### config.mk
export PLATFORM = sky130hd
export DESIGN_NAME = pit_table
export DESIGN_NICKNAME = d
export VERILOG_FILES = /design/src/rtl/pit_pkg.sv /design/src/rtl/pit_match.sv /design/src/rtl/pit_table.sv
export SDC_FILE = /design/constraint.sdc
export NUM_CORES = 2
export LEC_CHECK = 0
export CAP_MARGIN = 10
export CORE_MARGIN = 2
export CORE_UTILIZATION = 55
export CTS_CLUSTER_SIZE = 30
export DETAILED_ROUTE_END_ITERATION = 8
export PLACE_DENSITY = 0.73
export RECOVER_POWER = 100
export SYNTH_ARGS = -nofsm -noshare
export SYNTH_HDL_FRONTEND = slang
export SYNTH_HIERARCHICAL = 1
export SYNTH_SLANG_ARGS = --single-unit
### constraint.sdc
create_clock -name clk -period 97.3 [get_ports clk]
set_clock_uncertainty 0.1 [all_clocks]
set_input_delay 29.19 -clock clk [delete_from_list [all_inputs] [get_ports clk]]
set_output_delay 29.19 -clock clk [all_outputs]
set_load 0.05 [all_outputs]
### src/rtl/pit_pkg.sv
`default_nettype none
// ============================================================================
// Module   : pit_pkg
// Desc     : Shared types and constants for the Pending Interest Table.
// Revision : 1.0
// ============================================================================
package pit_pkg;

  localparam int PREFIX_W = 64;
  localparam int LEN_W    = 6;

  typedef enum logic [2:0] {
    ST_IDLE     = 3'd0,
    ST_I_LOOKUP = 3'd1,
    ST_I_UPDATE = 3'd2,
    ST_D_LOOKUP = 3'd3,
    ST_D_RESP   = 3'd4,
    ST_RECEIVE  = 3'd5
  } pit_state_t;

  // Match key of one entry; the face mask is stored alongside in the top.
  typedef struct packed {
    logic                valid;
    logic [PREFIX_W-1:0] prefix;
    logic [LEN_W-1:0]    len;
  } pit_entry_t;

endpackage
`default_nettype wire

### src/rtl/pit_match.sv
`default_nettype none
// ============================================================================
// Module   : pit_match
// Desc     : Parallel key compare over all PIT entries with lowest-index
//            priority encoding of the hit and of the first free slot.
// Revision : 1.0
// ============================================================================
module pit_match
  import pit_pkg::*;
#(
  parameter  int ENTRIES = 16,
  localparam int IDX_W   = $clog2(ENTRIES)
)(
  input  logic [PREFIX_W-1:0] prefix,
  input  logic [LEN_W-1:0]    len,
  input  pit_entry_t          entries [ENTRIES],
  output logic                hit,
  output logic [IDX_W-1:0]    hit_idx,
  output logic                free,
  output logic [IDX_W-1:0]    free_idx
);

  logic [ENTRIES-1:0] w_hit_vec;
  logic [ENTRIES-1:0] w_free_vec;

  for (genvar gi = 0; gi < ENTRIES; gi++) begin : g_cmp
    assign w_hit_vec[gi]  = entries[gi].valid && (entries[gi].prefix == prefix) &&
                            (entries[gi].len == len);
    assign w_free_vec[gi] = !entries[gi].valid;
  end

  always_comb begin
    hit      = |w_hit_vec;
    free     = |w_free_vec;
    hit_idx  = '0;
    free_idx = '0;
    // Descending scan so the lowest matching index is the one left standing.
    for (int i = ENTRIES - 1; i >= 0; i--) begin
      if (w_hit_vec[i])  hit_idx  = IDX_W'(i);
      if (w_free_vec[i]) free_idx = IDX_W'(i);
    end
  end

endmodule
`default_nettype wire

### src/rtl/pit_table.sv
`default_nettype none
// ============================================================================
// Module   : pit_table
// Desc     : Pending Interest Table: interest aggregation and FIB forwarding,
//            data prefix check and payload fan-out to requesting faces.
//            Define PIT_TIMEOUT_EN for per-entry ageing and pit_expire.
// Revision : 1.0
// ============================================================================
module pit_table
  import pit_pkg::*;
#(
  parameter int ENTRIES    = 16,
  parameter int NUM_FACES  = 4,
  parameter int DATA_BYTES = 1024,
  parameter int TIMEOUT    = 4096
)(
  input  logic                         clk,
  input  logic                         rst,
  input  logic                         int_valid,
  input  logic [PREFIX_W-1:0]          int_prefix,
  input  logic [LEN_W-1:0]             int_len,
  input  logic [$clog2(NUM_FACES)-1:0] int_face,
  output logic                         int_ready,
  output logic                         int_drop,
  output logic                         fib_req,
  output logic [PREFIX_W-1:0]          fib_req_prefix,
  output logic [LEN_W-1:0]             fib_req_len,
  input  logic                         fib_prefix_ready,
  input  logic [PREFIX_W-1:0]          fib_prefix_in,
  input  logic [LEN_W-1:0]             fib_len_in,
  input  logic [7:0]                   fib_data_in,
  output logic                         fib_reject,
  output logic                         fib_start_send,
  output logic [7:0]                   data_out,
  output logic                         data_out_valid,
  output logic                         data_out_last,
  output logic [NUM_FACES-1:0]         data_out_faces
`ifdef PIT_TIMEOUT_EN
  ,
  output logic                         pit_expire
`endif
);

  localparam int IDX_W  = $clog2(ENTRIES);
  localparam int FACE_W = $clog2(NUM_FACES);
  localparam int CNT_W  = $clog2(DATA_BYTES);

  pit_state_t           r_state, w_next;
  pit_entry_t           r_entries [ENTRIES];
  logic [NUM_FACES-1:0] r_faces   [ENTRIES];
  logic [PREFIX_W-1:0]  r_prefix;
  logic [LEN_W-1:0]     r_len;
  logic [FACE_W-1:0]    r_face;
  logic                 r_hit, r_free;
  logic [IDX_W-1:0]     r_hit_idx, r_free_idx;
  logic [CNT_W-1:0]     r_cnt;
  logic [7:0]           r_data_out;
  logic                 r_data_out_valid, r_data_out_last;
  logic [NUM_FACES-1:0] r_data_out_faces;
  logic                 w_hit, w_free;
  logic [IDX_W-1:0]     w_hit_idx, w_free_idx;
  logic [NUM_FACES-1:0] w_face_bit;
  logic [ENTRIES-1:0]   w_expire;

  assign w_face_bit = NUM_FACES'(1) << r_face;

  pit_match #(.ENTRIES(ENTRIES)) u_match (
    .prefix   (r_prefix),
    .len      (r_len),
    .entries  (r_entries),
    .hit      (w_hit),
    .hit_idx  (w_hit_idx),
    .free     (w_free),
    .free_idx (w_free_idx)
  );

  always_ff @(posedge clk or posedge rst) begin
    if (rst) r_state <= ST_IDLE;
    else     r_state <= w_next;
  end

  always_comb begin
    w_next = r_state;
    case (r_state)
      ST_IDLE: begin
        if (fib_prefix_ready) w_next = ST_D_LOOKUP;
        else if (int_valid)   w_next = ST_I_LOOKUP;
      end
      ST_I_LOOKUP: w_next = ST_I_UPDATE;
      ST_I_UPDATE: w_next = ST_IDLE;
      ST_D_LOOKUP: w_next = ST_D_RESP;
      ST_D_RESP:   w_next = r_hit ? ST_RECEIVE : ST_IDLE;
      // Leave one cycle after the last byte so data_out_last is presented.
      ST_RECEIVE:  if (r_data_out_last) w_next = ST_IDLE;
      default:     w_next = ST_IDLE;
    endcase
  end

  always_comb begin
    int_ready      = (r_state == ST_IDLE) && !fib_prefix_ready && !rst;
    int_drop       = (r_state == ST_I_UPDATE) && !r_hit && !r_free;
    fib_req        = (r_state == ST_I_UPDATE) && !r_hit && r_free;
    fib_start_send = (r_state == ST_D_RESP) && r_hit;
    fib_reject     = (r_state == ST_D_RESP) && !r_hit;
  end

  always_ff @(posedge clk or posedge rst) begin
    if (rst) begin
      for (int i = 0; i < ENTRIES; i++) begin
        r_entries[i] <= '0;
        r_faces[i]   <= '0;
      end
      r_prefix         <= '0;
      r_len            <= '0;
      r_face           <= '0;
      r_hit            <= 1'b0;
      r_free           <= 1'b0;
      r_hit_idx        <= '0;
      r_free_idx       <= '0;
      r_cnt            <= '0;
      r_data_out       <= '0;
      r_data_out_valid <= 1'b0;
      r_data_out_last  <= 1'b0;
      r_data_out_faces <= '0;
    end else begin
      case (r_state)
        ST_IDLE: begin
          if (fib_prefix_ready) begin
            r_prefix <= fib_prefix_in;
            r_len    <= fib_len_in;
          end else if (int_valid) begin
            r_prefix <= int_prefix;
            r_len    <= int_len;
            r_face   <= int_face;
          end
        end
        ST_I_LOOKUP, ST_D_LOOKUP: begin
          r_hit      <= w_hit;
          r_hit_idx  <= w_hit_idx;
          r_free     <= w_free;
          r_free_idx <= w_free_idx;
        end
        ST_I_UPDATE: begin
          if (r_hit) begin
            r_faces[r_hit_idx] <= r_faces[r_hit_idx] | w_face_bit;
          end else if (r_free) begin
            r_entries[r_free_idx] <= '{valid: 1'b1, prefix: r_prefix, len: r_len};
            r_faces[r_free_idx]   <= w_face_bit;
          end
        end
        ST_D_RESP: begin
          if (r_hit) begin
            r_data_out_faces <= r_faces[r_hit_idx];
            r_cnt            <= '0;
          end
        end
        ST_RECEIVE: begin
          if (r_data_out_last) begin
            r_data_out_valid             <= 1'b0;
            r_data_out_last              <= 1'b0;
            r_entries[r_hit_idx].valid   <= 1'b0;
          end else begin
            r_data_out       <= fib_data_in;
            r_data_out_valid <= 1'b1;
            r_data_out_last  <= (r_cnt == CNT_W'(DATA_BYTES - 1));
            r_cnt            <= r_cnt + 1'b1;
          end
        end
        default: ;
      endcase
      for (int i = 0; i < ENTRIES; i++) begin
        if (w_expire[i]) r_entries[i].valid <= 1'b0;
      end
    end
  end

`ifdef PIT_TIMEOUT_EN
  localparam int AGE_W = $clog2(TIMEOUT + 1);

  logic [AGE_W-1:0] r_age [ENTRIES];
  logic             w_lock_en;
  logic [IDX_W-1:0] w_lock_idx;

  // The entry under lookup or transfer must survive until the FSM is done with it.
  always_comb begin
    w_lock_en  = 1'b0;
    w_lock_idx = '0;
    case (r_state)
      ST_I_LOOKUP, ST_D_LOOKUP: begin
        w_lock_en  = w_hit;
        w_lock_idx = w_hit_idx;
      end
      ST_I_UPDATE, ST_D_RESP, ST_RECEIVE: begin
        w_lock_en  = r_hit;
        w_lock_idx = r_hit_idx;
      end
      default: ;
    endcase
  end

  for (genvar gi = 0; gi < ENTRIES; gi++) begin : g_age
    logic w_touch;
    assign w_touch = (r_state == ST_I_UPDATE) &&
                     (r_hit ? (r_hit_idx == IDX_W'(gi)) : (r_free && r_free_idx == IDX_W'(gi)));
    assign w_expire[gi] = r_entries[gi].valid && (r_age[gi] == AGE_W'(TIMEOUT)) &&
                          !(w_lock_en && (w_lock_idx == IDX_W'(gi)));
    always_ff @(posedge clk or posedge rst) begin
      if (rst)                  r_age[gi] <= '0;
      else if (w_touch)         r_age[gi] <= '0;
      else if (r_entries[gi].valid && r_age[gi] != AGE_W'(TIMEOUT))
                                r_age[gi] <= r_age[gi] + 1'b1;
    end
  end

  assign pit_expire = |w_expire;
`else
  assign w_expire = '0;
`endif

  assign fib_req_prefix = r_prefix;
  assign fib_req_len    = r_len;
  assign data_out       = r_data_out;
  assign data_out_valid = r_data_out_valid;
  assign data_out_last  = r_data_out_last;
  assign data_out_faces = r_data_out_faces;

endmodule
`default_nettype wire

==> flow_summary_export.csv <==
group,metric,value,unit
setup_path,worst_path_dominant_cell_family,"buffers and inverters",
grt,first_global_vias,44300,
job,cap_violations,38,
clocking,cts_hold_buffers,0,
place,port_buffers,242,
clocking,ctsHtreeMaxLevel,4,
layout,syn2layout_area_growth,13.16,%
setup_path,reg2regPathDepth,11,
setup_path,master_of_the_slowest_instance_on_the_critical_path,"clkinvlp_2",
grt,grt_first_pass_wirelength,300300,microns
setup_path,cp.buffers_inverters,3,
layout,finalInstanceArea,0.07244,sq mm
floorplanning,initial_core_util,55.31,%
synthesis,synth_top_flop_cell,"dfrtp_1",
place,pre_cts_slack,37.01,ns
floorplanning,die_width,345.2,microns
clocking,cts_sinks,1309,
sta,final-hold-violation-count,0,
setup_path,crit-reg2reg-launch,"fib_req_prefix[26]",
setup_path,crit_path_frequent_cell,"dlygate4sd3_1",
clocking,number_of_buffers_between_clock_root_and_the_deepest_sink,3,
routing,detail-route-antenna-nets,0,
floorplanning,rows,125,
status,status,"finished with violations",
setup_path,crit_chain,"dlygate4sd3_1 > clkinvlp_2 > and3_1 > dlygate4sd3_1",
power,power.static_leakage,32.89,nW
floorplanning,fp.dieH,345.2,microns
layout,final-seq-area,0.03283,sq mm
setup_path,critical_register_to_register_path_endpoint,"r_hit_idx[2]",
routing,number_of_search_and_repair_iterations_in_the_first_detailed_routing_pass,9,
clocking,post_cts_setup_bufs,0,
clocking,cts.root.buffer_cell,"clkbuf_16",
setup_path,critical_path_required,68.01,ns
synthesis,yosysWarningCount,6,
synthesis,mappedNetlistNets,5344,
floorplanning,num_io_pins,243,
worst_hold_path,origin_of_the_worst_min_delay_path,"data_out_faces[2]",
synthesis,synth_async_reset_ratio,100.0,%
layout,final_util,62.59,%
synthesis,synth_enable_flop_cells,0,
synthesis,synth_cell_types,71,
synthesis,post_synth_instance_area,0.06401,sq mm
routing,finalWirelength,206700,microns
sta,timing_worst_slew_pin_value,8.715,ns
setup_path,setup.worst_path.start_class,"primary input",
synthesis,postSynthCellCount,5189,
sta,number_of_failing_setup_endpoints_in_the_final_timing_report,0,
sta,min_period,61.39,ns
synthesis,yosys_register_bits,1309,
floorplanning,core_area,0.1157,sq mm
synthesis,synth.yosys.seq_area_share,51.17,%
layout,multi_input_area,0.02893,sq mm
routing,via_per_inst,6.473,
sta,portion_of_the_clock_cycle_consumed_by_the_worst_path_in_the_final_layout,63.09,%
status,failed_checks,"capacitance limit, slew limit",
grt,groute.usage.overall,34.30,%
sta,setup_total_negative_slack,0,ns
worst_hold_path,min-delay-path-class,"flop to flop",
floorplanning,die_area,0.1191,sq mm
grt,maximum_number_of_pins_on_one_net_before_global_route_repair,172,
sta,achievable-frequency,0.01629,GHz
sta,postLayoutSetupSlackWorst,35.91,ns
clocking,tritoncts.num_buffers,139,
clocking,post_cts_resize_count,0,
clocking,clock_tree_from_tritoncts,"done",
setup_path,cp-endpoint,"int_ready",
setup_path,cp.depth,4,
layout,nFillCells,9069,
sta,timing.slew.headroom,-481.0,%
setup_path,crit_path_start,"rst",
clocking,clk-insertion-delay-late,0.78,ns
routing,drc,0,
sta,drv_slew,2721,
place,hpwl,130700,microns
layout,design.final.nets,5483,
grt,grt_antenna_before_repair,13,
setup_path,cp.arrival,32.10,ns
power,powerDensity,32.39,mW/mm^2
setup_path,timing_worst_setup_path_type,"primary input to output port",
setup_path,timing.reg2reg.setup_slack,90.15,ns
layout,drive_gt1_share,28.58,%
setup_path,cp_max_fo,22,
synthesis,post_synth.cell_area_avg,12.34,sq um
routing,drt-initial-drc-count,5573,
setup_path,crit_path_end_kind,"output port",
power,vdd.ir_drop.worst,0.00002665,V
routing,detailroute.via_count,45049,
setup_path,max_stage_delay,1.01,ns
place,placed_area,0.06806,sq mm
sta,setup_repair_after_global_routing_missed_its_margin,"no",
place,routabilityCongestion,0.9980,
sta,holdWs,0.3711,ns
place,dp.cells,6711,
power,p_total,2.347,mW
layout,final_common_cell,"dfrtp_1",
grt,grt.overflow.total,0,
layout,final_cell_mix,"1249 x dfrtp_1, 1137 x mux2_2, 428 x xnor2_1, 379 x xor2_1, 182 x inv_1",
routing,routed_wire_length_per_instance,29.70,microns
layout,number_of_cells_in_the_finished_layout_apart_from_fillers,6959,
clocking,clk_transition_reported_paths,0.06,ns
[power breakdown]
group	total, mW	switching [mW]	leakage, nW	internal [mW]
clock	0.547	0.226	2.30	0.321
combinational	0.962	0.610	13.3	0.351
sequential	0.838	0.152	17.3	0.686
[cell usage after synthesis (all sizes together) (4+ instances only)]
cell / count / area share, %
o21ai: 51 / 0.40
nand3: 32 / 0.25
a221oi: 36 / 0.49
a21oi: 83 / 0.65
mux2: 1140 / 20
nor2: 137 / 0.81
o211ai: 4 / 0.047
o2bb2ai: 48 / 0.66
nor4: 151 / 1.5
nand4: 157 / 1.5
nand2b: 80 / 0.78
nand2: 65 / 0.38
nor2b: 20 / 0.20
nand3b: 5 / 0.059
and4: 5 / 0.068
mux2i: 102 / 1.6
a22oi: 36 / 0.42
or4: 6 / 0.076
a22o: 29 / 0.40
and3: 5 / 0.049
a221o: 7 / 0.11
or3: 4 / 0.039
dfrtp: 1309 / 51
xor2: 379 / 5.2
nor3: 38 / 0.34
a21boi: 12 / 0.16
buf: 144 / 1.1
a2bb2oi: 4 / 0.055
inv: 202 / 1.2
o221ai: 9 / 0.12
xnor2: 428 / 5.9
o22ai: 89 / 0.87
a222oi: 68 / 1.1
clkbuf: 231 / 1.4
or3b: 4 / 0.055
o2111ai: 29 / 0.40
[registers in the layout, indices dropped and copies added (netlist names)]
register,cells
fib_req_prefix,64
r_faces,64
data_out_valid,1
data_out_last,1
r_face,2
data_out_faces,4
r_free_idx,4
r_cnt,10
fib_req_len,6
r_state,3
r_hit_idx,4
r_hit,1
data_out,8
r_free,1
r_entries,1136
[per-layer routing]
metal	vias to the layer above	share of wire (%)	global-route usage, %
met5	-	0	0
met4	0	5.6	17.25
met3	547	10	7.712
met2	2365	45	52.44
met1	23309	40	46.19
li1	18828	-	-
[cells by family after synthesis]
| kind of cell | count (synthesis) | synth area share, % |
|---|---|---|
| compound gates | 525 | 6.118 |
| fa+ha+maj | 1 | 0.01954 |
| mux | 1242 | 21.65 |
| simple gates | 728 | 6.394 |
| xor+xnor | 807 | 11.04 |
| buf+inv | 577 | 3.606 |
| flops | 1309 | 51.17 |
[worst register-to-register path: cells and delay by family, from the launching register on]
| family | cells | cell delay [ns] |
|---|---|---|
| compound gates | 1 | 0.87 |
| mux | 1 | 0.29 |
| flops | 1 | 0.74 |
| simple gates | 6 | 1.92 |
| buf+inv | 3 | 3.10 |
[how the worst min path moves through the flow]
stage          cells past startpoint                end
6_report                           2  data_out_faces[2]
3_5_place_dp                       1     data_out_valid
2_1_floorplan                      2           r_cnt[1]
5_1_grt                            2  data_out_faces[1]
4_1_cts                            2  data_out_faces[1]
3_3_place_gp                       1     data_out_valid
[area by class of cell]
type,instances,share of cell area [%]
diodes,2,0.006909
clock buffers,210,5.700
clock inverters,36,0.7738
inverters,202,1.048
multi-input cells,3303,39.94
flip-flops and latches,1309,45.32
well taps,1524,2.632
repair buffers,373,4.574
Note: power is estimated with default switching activity, not from simulation.
